**src/rtl/mac_pkg.sv**
```systemverilog
// mac_pkg: shared definitions for the mac_pipe multiply-accumulate unit.
//   - mac_cls_e     : operation class encoding carried on ps_mac_cls
//   - DTSTS_*       : bit positions inside ps_mac_dtsts
//   - acc_width()   : accumulator width A = 2W + guard bits
//   - mr_sel_width(): MR select width MS = max(1, clog2(NUM_MR))
package mac_pkg;

  typedef enum logic [1:0] {
    MAC_CLS_MR   = 2'b00,  // MR access: read (otreg=0) or clear (otreg=1)
    MAC_CLS_PROD = 2'b01,  // plain product
    MAC_CLS_ADD  = 2'b10,  // MR + product
    MAC_CLS_SUB  = 2'b11   // MR - product
  } mac_cls_e;

  localparam int DTSTS_RND  = 0;  // round to nearest (fractional only)
  localparam int DTSTS_FRAC = 1;  // fractional format
  localparam int DTSTS_XSGN = 2;  // Rx operand signed
  localparam int DTSTS_YSGN = 3;  // Ry operand signed

  function automatic int acc_width(input int w, input int guard);
    return 2 * w + guard;
  endfunction

  function automatic int mr_sel_width(input int num_mr);
    return (num_mr > 1) ? $clog2(num_mr) : 1;
  endfunction

endpackage

```
**src/rtl/mac_fmt.sv**
```systemverilog
// mac_fmt: combinational result formatter for the last mac_pipe stage.
// Rounds, extracts the W-bit result field, detects overflow / negative and
// optionally clamps the result.
// Ports:
//   r       in  A  raw accumulator-width result
//   frac    in  1  fractional format (field is r[2W-1:W], else r[W-1:0])
//   sgn     in  1  signed format (either operand signed)
//   rnd     in  1  round request (honoured only together with frac)
//   sat     in  1  clamp on overflow
//   flag_en in  1  0 forces mv/mn low (MR read-out reports no flags)
//   dt      out W  extracted (possibly clamped) result
//   r_wr    out A  value to store back into an MR (unrounded, possibly clamped)
//   mv, mn  out 1  overflow / negative
module mac_fmt
  import mac_pkg::*;
#(
  parameter int W = 16,
  parameter int A = 40
) (
  input  logic [A-1:0] r,
  input  logic         frac,
  input  logic         sgn,
  input  logic         rnd,
  input  logic         sat,
  input  logic         flag_en,
  output logic [W-1:0] dt,
  output logic [A-1:0] r_wr,
  output logic         mv,
  output logic         mn
);

  localparam logic [A-1:0] RND_INC = {{(A-W){1'b0}}, 1'b1, {(W-1){1'b0}}};

  logic [A-1:0] rr;
  logic [W-1:0] dt_raw;
  logic [W-1:0] dt_sat;
  logic [A-1:0] r_sat;
  logic         ovf;
  logic         do_sat;

  // Half an LSB of the fractional field gives round-to-nearest, ties up.
  assign rr = (rnd && frac) ? (r + RND_INC) : r;

  assign dt_raw = frac ? rr[2*W-1:W] : rr[W-1:0];

  // Overflow: the bits above the result field must be a pure extension
  // (all zero for unsigned, all copies of the field's sign bit for signed).
  always_comb begin
    ovf = 1'b0;
    if (frac) begin
      if (sgn) ovf = !((&rr[A-1:2*W-1]) || !(|rr[A-1:2*W-1]));
      else     ovf = |rr[A-1:2*W];
    end else begin
      if (sgn) ovf = !((&rr[A-1:W-1]) || !(|rr[A-1:W-1]));
      else     ovf = |rr[A-1:W];
    end
  end

  // Clamp values, expressed both as the W-bit field and as an A-bit MR image
  // positioned where the field lives in the chosen format.
  always_comb begin
    dt_sat = '1;
    r_sat  = '0;
    if (!sgn) begin
      dt_sat = '1;
      r_sat  = frac ? {{(A-2*W){1'b0}}, {(2*W){1'b1}}}
                    : {{(A-W){1'b0}}, {W{1'b1}}};
    end else if (!rr[A-1]) begin
      dt_sat = {1'b0, {(W-1){1'b1}}};
      r_sat  = frac ? {{(A-2*W+1){1'b0}}, {(2*W-1){1'b1}}}
                    : {{(A-W+1){1'b0}}, {(W-1){1'b1}}};
    end else begin
      dt_sat = {1'b1, {(W-1){1'b0}}};
      r_sat  = frac ? {{(A-2*W+1){1'b1}}, {(2*W-1){1'b0}}}
                    : {{(A-W+1){1'b1}}, {(W-1){1'b0}}};
    end
  end

  assign mv     = ovf & flag_en;
  assign mn     = sgn & rr[A-1] & flag_en;
  assign do_sat = sat & mv;
  assign dt     = do_sat ? dt_sat : dt_raw;
  assign r_wr   = do_sat ? r_sat : r;

endmodule

```
**src/rtl/mac_pipe.sv**
```systemverilog
// mac_pipe: pipelined fixed-point multiply-accumulate unit with NUM_MR
// accumulator registers. One operation per cycle, latency 3.
// Optional feature macro: MAC_SAT_EN (enables clamping when ps_mac_sat=1).
// Ports:
//   clk, reset           clock (rising edge) / async active-high reset
//   ps_mac_valid/ready   operation handshake from the program sequencer
//   ps_mac_cls/otreg     operation class / destination (see mac_cls_e)
//   ps_mac_mrsel         MR index
//   ps_mac_dtsts         [3] Ry signed [2] Rx signed [1] fractional [0] round
//   ps_mac_sat           saturate on overflow (MAC_SAT_EN builds only)
//   xb_dtx, xb_dty       operands from the crossbar
//   xb_stall             downstream busy: freezes the whole pipeline
//   mac_xb_dt/valid      result to the crossbar
//   mac_ps_mv/mn         overflow / negative, qualified by mac_xb_valid
//
// Handshake: an operation is accepted on a rising edge where
// ps_mac_valid=1 and ps_mac_ready=1. ps_mac_ready is simply ~xb_stall; while
// xb_stall=1 every stage register, the result outputs and all MRs hold, and
// a presented result is taken by the crossbar on an edge with
// mac_xb_valid=1 and xb_stall=0.
//
// Register stages (accept at edge k):
//   s1 (k)   : sign/zero-extended operands + control
//   s2 (k+1) : raw product truncated to 2W
//   s3 (k+2) : aligned product (fractional shift, sign-extended to A)
//   out(k+3) : MR read-modify-write, formatting, result registers
// The aligned product is registered so the accumulate path starts from flops.
module mac_pipe
  import mac_pkg::*;
#(
  parameter int RF_DATASIZE = 16,
  parameter int ACC_GUARD   = 8,
  parameter int NUM_MR      = 2
) (
  input  logic                             clk,
  input  logic                             reset,
  input  logic                             ps_mac_valid,
  output logic                             ps_mac_ready,
  input  logic [1:0]                       ps_mac_cls,
  input  logic                             ps_mac_otreg,
  input  logic [mr_sel_width(NUM_MR)-1:0]  ps_mac_mrsel,
  input  logic [3:0]                       ps_mac_dtsts,
  input  logic                             ps_mac_sat,
  input  logic [RF_DATASIZE-1:0]           xb_dtx,
  input  logic [RF_DATASIZE-1:0]           xb_dty,
  input  logic                             xb_stall,
  output logic [RF_DATASIZE-1:0]           mac_xb_dt,
  output logic                             mac_xb_valid,
  output logic                             mac_ps_mv,
  output logic                             mac_ps_mn
);

  localparam int W  = RF_DATASIZE;
  localparam int A  = acc_width(RF_DATASIZE, ACC_GUARD);
  localparam int MS = mr_sel_width(NUM_MR);

`ifdef MAC_SAT_EN
  localparam logic SAT_EN = 1'b1;
`else
  localparam logic SAT_EN = 1'b0;
`endif

  typedef struct packed {
    mac_cls_e      cls;
    logic          otreg;
    logic [MS-1:0] mrsel;
    logic [3:0]    dtsts;
    logic          sat;
  } ctl_t;

  logic adv;
  ctl_t ctl_in;

  logic                s1_valid, s2_valid, s3_valid;
  ctl_t                s1_ctl, s2_ctl, s3_ctl;
  logic signed [W:0]   s1_x, s1_y;
  logic signed [2*W-1:0] s2_prod;
  logic [A-1:0]        s3_p;
  logic [A-1:0]        mr_q [NUM_MR];

  logic signed [2*W-1:0] p_aligned;
  logic [A-1:0]        mr_rd;
  logic [A-1:0]        r;
  logic                mr_read;
  logic [W-1:0]        fmt_dt;
  logic [A-1:0]        fmt_r_wr;
  logic                fmt_mv, fmt_mn;

  assign adv          = ~xb_stall;
  assign ps_mac_ready = adv;

  always_comb begin
    ctl_in       = '0;
    ctl_in.cls   = mac_cls_e'(ps_mac_cls);
    ctl_in.otreg = ps_mac_otreg;
    ctl_in.mrsel = ps_mac_mrsel;
    ctl_in.dtsts = ps_mac_dtsts;
    ctl_in.sat   = ps_mac_sat;
  end

  // s1: operand extension to W+1 bits so one signed multiplier covers all
  // signed/unsigned combinations.
  always_ff @(posedge clk or posedge reset) begin
    if (reset) begin
      s1_valid <= 1'b0;
      s1_ctl   <= '0;
      s1_x     <= '0;
      s1_y     <= '0;
    end else if (adv) begin
      s1_valid <= ps_mac_valid;
      if (ps_mac_valid) begin
        s1_ctl <= ctl_in;
        s1_x   <= {ps_mac_dtsts[DTSTS_XSGN] & xb_dtx[W-1], xb_dtx};
        s1_y   <= {ps_mac_dtsts[DTSTS_YSGN] & xb_dty[W-1], xb_dty};
      end
    end
  end

  // s2: product modulo 2^(2W); sign-extending to 2W first keeps it exact.
  always_ff @(posedge clk or posedge reset) begin
    if (reset) begin
      s2_valid <= 1'b0;
      s2_ctl   <= '0;
      s2_prod  <= '0;
    end else if (adv) begin
      s2_valid <= s1_valid;
      if (s1_valid) begin
        s2_ctl  <= s1_ctl;
        s2_prod <= (2*W)'(s1_x) * (2*W)'(s1_y);
      end
    end
  end

  // Signed fractional drops the redundant sign bit of the product.
  assign p_aligned = (s2_ctl.dtsts[DTSTS_FRAC] && s2_ctl.dtsts[DTSTS_XSGN] &&
                      s2_ctl.dtsts[DTSTS_YSGN]) ? (s2_prod <<< 1) : s2_prod;

  always_ff @(posedge clk or posedge reset) begin
    if (reset) begin
      s3_valid <= 1'b0;
      s3_ctl   <= '0;
      s3_p     <= '0;
    end else if (adv) begin
      s3_valid <= s2_valid;
      if (s2_valid) begin
        s3_ctl <= s2_ctl;
        s3_p   <= A'(p_aligned);
      end
    end
  end

  // MR read mux; an out-of-range index on non-power-of-two NUM_MR reads 0.
  always_comb begin
    mr_rd = '0;
    for (int i = 0; i < NUM_MR; i++) begin
      if (s3_ctl.mrsel == MS'(i)) mr_rd = mr_q[i];
    end
  end

  always_comb begin
    r = '0;
    case (s3_ctl.cls)
      MAC_CLS_PROD: r = s3_p;
      MAC_CLS_ADD:  r = mr_rd + s3_p;
      MAC_CLS_SUB:  r = mr_rd - s3_p;
      MAC_CLS_MR:   r = s3_ctl.otreg ? '0 : mr_rd;
    endcase
  end

  assign mr_read = (s3_ctl.cls == MAC_CLS_MR) && !s3_ctl.otreg;

  mac_fmt #(.W(W), .A(A)) u_fmt (
    .r       (r),
    .frac    (s3_ctl.dtsts[DTSTS_FRAC]),
    .sgn     (s3_ctl.dtsts[DTSTS_XSGN] | s3_ctl.dtsts[DTSTS_YSGN]),
    .rnd     (s3_ctl.dtsts[DTSTS_RND]),
    .sat     (s3_ctl.sat & SAT_EN),
    .flag_en (~mr_read),
    .dt      (fmt_dt),
    .r_wr    (fmt_r_wr),
    .mv      (fmt_mv),
    .mn      (fmt_mn)
  );

  always_ff @(posedge clk or posedge reset) begin
    if (reset) begin
      mac_xb_valid <= 1'b0;
      mac_xb_dt    <= '0;
      mac_ps_mv    <= 1'b0;
      mac_ps_mn    <= 1'b0;
    end else if (adv) begin
      mac_xb_valid <= s3_valid;
      if (s3_valid) begin
        mac_xb_dt <= fmt_dt;
        mac_ps_mv <= fmt_mv;
        mac_ps_mn <= fmt_mn;
      end
    end
  end

  // otreg=1 writes MR[sel] for every class (cls=00 writes the cleared value).
  always_ff @(posedge clk or posedge reset) begin
    if (reset) begin
      for (int i = 0; i < NUM_MR; i++) mr_q[i] <= '0;
    end else if (adv && s3_valid && s3_ctl.otreg) begin
      for (int i = 0; i < NUM_MR; i++) begin
        if (s3_ctl.mrsel == MS'(i)) mr_q[i] <= fmt_r_wr;
      end
    end
  end

endmodule
```
**config.mk**
```make
export PLATFORM = sky130hd
export DESIGN_NAME = mac_pipe
export DESIGN_NICKNAME = d
export VERILOG_FILES = /design/src/rtl/mac_pkg.sv /design/src/rtl/mac_fmt.sv /design/src/rtl/mac_pipe.sv
export SDC_FILE = /design/constraint.sdc
export NUM_CORES = 2
export LEC_CHECK = 0
export BUFFER_PORTS_ARGS = -buffer_cell sky130_fd_sc_hd__buf_4
export CAP_MARGIN = 20
export CORE_MARGIN = 2
export CORE_UTILIZATION = 32
export DETAILED_ROUTE_END_ITERATION = 10
export GPL_TIMING_DRIVEN = 0
export PLACE_DENSITY = 0.52
export SETUP_SLACK_MARGIN = 0.2
export SLEW_MARGIN = 20
export SYNTH_ARGS = -nofsm -noshare
export SYNTH_HDL_FRONTEND = slang
export SYNTH_SLANG_ARGS = --single-unit
```
**constraint.sdc**
```tcl
create_clock -name clk -period 8.77 [get_ports clk]
set_input_delay 0.4385 -clock clk [delete_from_list [all_inputs] [get_ports clk]]
set_output_delay 0.4385 -clock clk [all_outputs]
set_load 0.02 [all_outputs]
```
======== Yosys cells after proc, flatten, opt, wreduce, memory -nomap -nowiden ========
Cells that the tools add are included.
operators by class
  $add $sub $neg .......................... 3
  reduce and logical (&&, ||, !) cells .... 26
  equal/unequal tests ..................... 3
  multiplexer cells ....................... 9
  multipliers ............................. 1
  bitwise gates (word level) .............. 9
operators by type and width
  kind                      count
  $pmux W40 S4              1
  $mux W40                  3
  $add A40 B16 Y40 const B  1
  $add A40 B40 Y40          1
  $sub A40 B40 Y40          1
  $mul A17 B17 Y32          1
  $mux W32                  1
  $reduce_and A25 Y1        1
  $reduce_or A25 Y1         1
  $reduce_or A24 Y1         1
  $mux W16                  1
  $reduce_and A2 Y1         6
  $reduce_and A9 Y1         1
  $reduce_or A9 Y1          1
  $reduce_or A8 Y1          1
  $logic_and A1 B1 Y1       6
  $and A1 B1 Y1             5
  $logic_not A1 Y1          5
  $eq A2 B2 Y1 const B      2
  $mux W1                   3
  $not A1 Y1                3
  $eq A2 B1 Y1 const B      1
  $logic_not A2 Y1          1
  $logic_or A1 B1 Y1        2
  $or A1 B1 Y1              1
word-level totals
  output and inout port bits .............. 20
  bits of input ports ..................... 45
  register bits after elaboration ......... 224
  logic and storage cells ................. 76

======== Logic depth before layout (Yosys ltp) ========
  depth after elaboration ................. 12
  mapped depth ............................ 28
  gate-level depth less buffers ........... 27

======== Cells and area by module ========
Synthesis repeated with hierarchy kept, for this count alone.
second synthesis, totals
  cells, all modules ...................... 2605
  area total of the unflattened synthesis .. 24830.1 sq um
by module, submodules not included
  module    cells an instance  instances  area an instance (sq um)
  mac_pipe  2339               1          23088.4
  mac_fmt   266                1          1741.7

======== Worst setup path before layout ========
No wires, ideal clock.
  path kind ............................... register to register
  start ................................... reg s1_y[5]
  end ..................................... reg s2_prod[31]
  data arrival time ....................... 6.274 ns
  setup slack ............................. 2.363 ns
  period minus slack after synthesis ...... 6.407 ns
  data required time ...................... 8.637 ns
  setup time .............................. 0.133 ns
  stages on the path, launching flop included .. 27
  path through ............................ dfrtp_1 clkbuf_1 clkbuf_1 nand2_1 fa_1 inv_1 fa_1 inv_1 fa_1 inv_1 fa_1 inv_1 fa_1 inv_1 fa_1 ha_1 or3_1 a211oi_1 or3b_2 a31oi_1 and4_1 o31a_1 o21ai_0 nand2_1 a31oi_1 xnor2_1 o21ai_0
on the way
  longest elaborated chain between the ends .. 1
RTL lines
  what                    RTL line         RTL
  from (decl)             mac_pipe.sv:76   logic signed [W:0] s1_x, s1_y;
  from (signal assigned)  mac_pipe.sv:114  s1_y <= {ps_mac_dtsts[DTSTS_YSGN] & xb_dty[W-1], xb_dty};
  $mul A17 B17 Y32        mac_pipe.sv:129  s2_prod <= (2*W)'(s1_x) * (2*W)'(s1_y);
  to (signal assigned)    mac_pipe.sv:129
  to (decl)               mac_pipe.sv:77   logic signed [2*W-1:0] s2_prod;
Every way passes these cells.
A chain may end at the register's enable or synchronous reset.

======== Worst setup path after layout ========
  start ................................... reg s3_ctl[8] (netlist name)
  end ..................................... reg mac_ps_mv
on the way
  longest elaborated chain between the ends .. 11
  elaborated cells between the ends (all ways) .. 25
RTL lines
  what                                                          RTL line                      RTL
  from (decl)                                                   mac_pipe.sv:75                ctl_t s1_ctl, s2_ctl, s3_ctl;
  from (signal assigned)                                        mac_pipe.sv:146               s3_ctl <= s2_ctl;
  $eq A2 B2 Y1 (tied with other cells)                          mac_pipe.sv:162               case (s3_ctl.cls)
  $pmux W40 S4                                                  mac_pipe.sv:162
  $add A40 B16 Y40                                              mac_fmt.sv:42                 assign rr = (rnd && frac) ? (r + RND_INC) : r;
  $mux W40                                                      mac_fmt.sv:42
  $reduce_or A25 Y1 / $reduce_or A9 Y1 (equally long branches)  mac_fmt.sv:54, mac_fmt.sv:51
  $logic_not A1 Y1, on equally long branches                    mac_fmt.sv:54, mac_fmt.sv:51
  $logic_or A1 B1 Y1, on equally long branches                  mac_fmt.sv:54, mac_fmt.sv:51
  $logic_not A1 Y1, on equally long branches                    mac_fmt.sv:54, mac_fmt.sv:51
  $mux W1, on equally long branches                             mac_fmt.sv:54, mac_fmt.sv:51
  $mux W1                                                       mac_fmt.sv:50                 if (frac) begin
  $and A1 B1 Y1 (*)                                             mac_fmt.sv:79                 assign mv = ovf & flag_en;
  to (signal assigned)                                          mac_pipe.sv:195               mac_ps_mv <= fmt_mv;
  to (decl)                                                     mac_pipe.sv:49                output logic mac_ps_mv,
Mark *: on every way between the ends. The rest lies on a longest branch, timed or not.

==> metrics <==
Syn. warnings=0; CTS Buffer Depth=3; max-slew violations=0; area of the die=76,900 um^2; Hold Violations, Final=0; Distinct cells, synth=81; worst hold margin=0.0935 ns; GRT Total Usage=0.192; Worst Tran Pin Value=1.01 ns; I/O pin total=65; Die W=277 um; Startpoint Class=flip-flop; clock latency on the worst-skew pair=0.61 ns; Setup crit end kind=flip-flop; WL per Instance=20.0 um; H-tree depth=1; async set-reset flop share out of synthesis=1.00; total number of vias=18,800; Area Overhead vs Synth=11.4%; Slew headroom=0.319; period utilization=0.933; FILL cells=7,576; largest net degree at the start of global routing=102; Pre-antenna DRT Iters=6; max cap viols=0; # clock sinks=224; DRT antenna net count=0; Core Region=74,200 um^2; global-route wire length before repair=116 mm; grt total ovfl=0; Layout Skew=0.0403 ns; Avg Vias per Cell=5.09; Routability Congestion=0.929; RSZ-0062 raised after global routing=no; CTS tree=done; commonest cells after routing, fill and taps aside=nand2_1 (392), inv_1 (285), fa_1 (283); most common cell after layout, fill and taps aside=nand2_1; required time of the critical path=9.25 ns; Nets=3,149; Hold/Removal Path Class=input port to flip-flop; Starting Density=0.322; drt drc=0; Setup Crit Path Kind=flip-flop to flip-flop; Row Count=100; syn nets=3,052; share of cells above drive strength 1=0.0989; Main synth FF type=dfrtp_1; Mean Syn Cell Area=9.20 um^2; initial antenna violation count=0; clk slew on worst S/H paths=0.06 ns; Port Buf Inserts=63; number of global-route vias before repair=19,700; Max Fanout on Critical Path=10; Die Span Y=277 um; drt initial violations=1,571; Worst Path Arrival=8.65 ns; min Tclk post-route=8.18 ns; Seq cells post-synth=224; final WL=73.6 mm; outcome=complete, no violations; dpl hpwl=60.6 mm; TritonCTS buffer count=28; Post-synth EDFFs=0; Antenna Cells=0; Synth Cell Area=23,900 um^2; register area share after synthesis=0.234; Setup-failing EPs final=0; post-synthesis cell count=2,601; f_max=122 MHz; clk root buf=clkbuf_16
-- final cells by class --
class                      instances  area, um^2  area share
tap                              969        1210      0.0455
buffer                           132         514      0.0193
clock inverter                    10         100     0.00376
timing repair buffer              67         543      0.0204
clock buffer                      42         833      0.0313
multi-input combinational       1959       16700       0.629
sequential                       224        5610       0.210
inverter                         286        1080      0.0406
-- flip-flops by register name (all words and copies together), names as in the netlist --
name,count
mac_ps_mn,1
mac_ps_mv,1
mac_xb_dt,16
mac_xb_valid,1
mr_q,80
s1_ctl,8
s1_valid,1
s1_x,17
s1_y,17
s2_ctl,8
s2_prod,32
s2_valid,1
s3_ctl,8
s3_p,32
s3_valid,1
-- layer usage --
| metal | vias up | share of wire | wire length (um) | track usage |
|---|---|---|---|---|
| met4 | 0 | 0.034 | 2470 | 0.0569 |
| met3 | 122 | 0.053 | 3930 | 0.0321 |
| met5 | - | 0 | 0 | 0 |
| met2 | 519 | 0.47 | 34500 | 0.322 |
| li1 | 8822 | - | - | - |
| met1 | 9332 | 0.44 | 32700 | 0.254 |
-- synth_stat cells (all sizes together) (6+ instances only) --
library cell | number | share of area
a2111oi | 6 | 0.0035
a211oi | 9 | 0.0028
a21o | 21 | 0.0066
a21oi | 95 | 0.020
a221o | 11 | 0.0046
a221oi | 7 | 0.0028
a22oi | 9 | 0.0030
a31oi | 13 | 0.0034
and2 | 144 | 0.038
and3 | 12 | 0.0031
buf | 20 | 0.0036
clkbuf | 112 | 0.018
dfrtp | 224 | 0.23
fa | 283 | 0.24
ha | 123 | 0.064
inv | 286 | 0.045
mux2 | 108 | 0.051
mux2i | 43 | 0.018
nand2 | 392 | 0.062
nand2b | 32 | 0.0084
nand3 | 24 | 0.0050
nand4 | 21 | 0.0060
nor2 | 97 | 0.015
nor2b | 9 | 0.0024
nor3 | 35 | 0.0082
nor3b | 6 | 0.0019
nor4 | 14 | 0.0046
o211ai | 10 | 0.0031
o21a | 12 | 0.0038
o21ai | 207 | 0.043
o31ai | 8 | 0.0025
o41ai | 7 | 0.0029
or2 | 8 | 0.0021
or3 | 13 | 0.0038
xnor2 | 61 | 0.022
xor2 | 47 | 0.017
-- per-stage QoR --
stage / area, um^2 / instances / setup slack (ns) / util / setup TNS, ns
finish: 26600 / 3689 / 0.591 / 0.359 / 0
global route: 26600 / 3689 / 0.299 / 0.359 / 0
CTS: 26600 / 3688 / 0.409 / 0.359 / 0
detailed placement: 25700 / 3635 / -0.183 / 0.346 / -0.183
global placement: 25600 / 3633 / -0.296 / 0.345 / -55.67
floorplan: 23900 / 2601 / 2.20 / - / 0
-- worst paths after layout --
| path | startpoint | to | slack [ns] | cells after the start |
|---|---|---|---|---|
| min in group asynchronous | reset | s1_y[14]$_DFFE_PP0P_ | 0.36 | 3 |
| max in group asynchronous | reset | mr_q[5]$_DFFE_PP0P_ | 7.18 | 5 |
| worst max-delay path | s3_ctl[8]$_DFFE_PP0P_ | mac_ps_mv$_DFFE_PP0P_ | 0.59 | 25 |
| worst min-delay path | ps_mac_mrsel | s1_ctl[5]$_DFFE_PP0P_ | 0.09 | 2 |
| worst min register to register | mr_q[36]$_DFFE_PP0P_ | mr_q[36]$_DFFE_PP0P_ | 0.48 | 2 |
| worst max register to register | s3_ctl[8]$_DFFE_PP0P_ | mac_ps_mv$_DFFE_PP0P_ | 0.59 | 25 |
-- logic make-up after synthesis --
| group | synth area share |
|---|---|
| buf+inv | 0.0660 |
| simple gates | 0.167 |
| fa+ha+maj | 0.301 |
| compound gates | 0.123 |
| xor+xnor | 0.0395 |
| flops | 0.234 |
| mux | 0.0688 |
-- critical path, cell delays in order (launching register included) --
cell      delay, ns
dfrtp_1        0.33
clkbuf_1       0.42
clkbuf_2       0.40
clkbuf_2       0.33
clkbuf_2       0.32
nand2_1        0.33
clkbuf_1       0.36
clkbuf_2       0.34
mux2i_1        0.38
inv_1          0.11
fa_1           0.43
nand2b_1       0.21
a21oi_1        0.18
o211ai_1       0.32
a31oi_2        0.49
a21oi_1        0.25
or4_1          0.54
and3_1         0.18
clkbuf_1       0.23
o21bai_1       0.25
nor4_2         0.32
xor2_1         0.23
o21ai_1        0.13
o41ai_1        0.62
and3_1         0.25
o211ai_1       0.08
-- what timing repair did --
item,CTS,global route
setup buffers,0,0
gates resized for setup,6,4
hold endpoints to repair,31,0
hold buffers,1,0
setup endpoints to repair,2,2
Power is left out: the tool's default activity adds up to more than one toggle a clock period on the data nets, which glitch-free logic cannot reach.
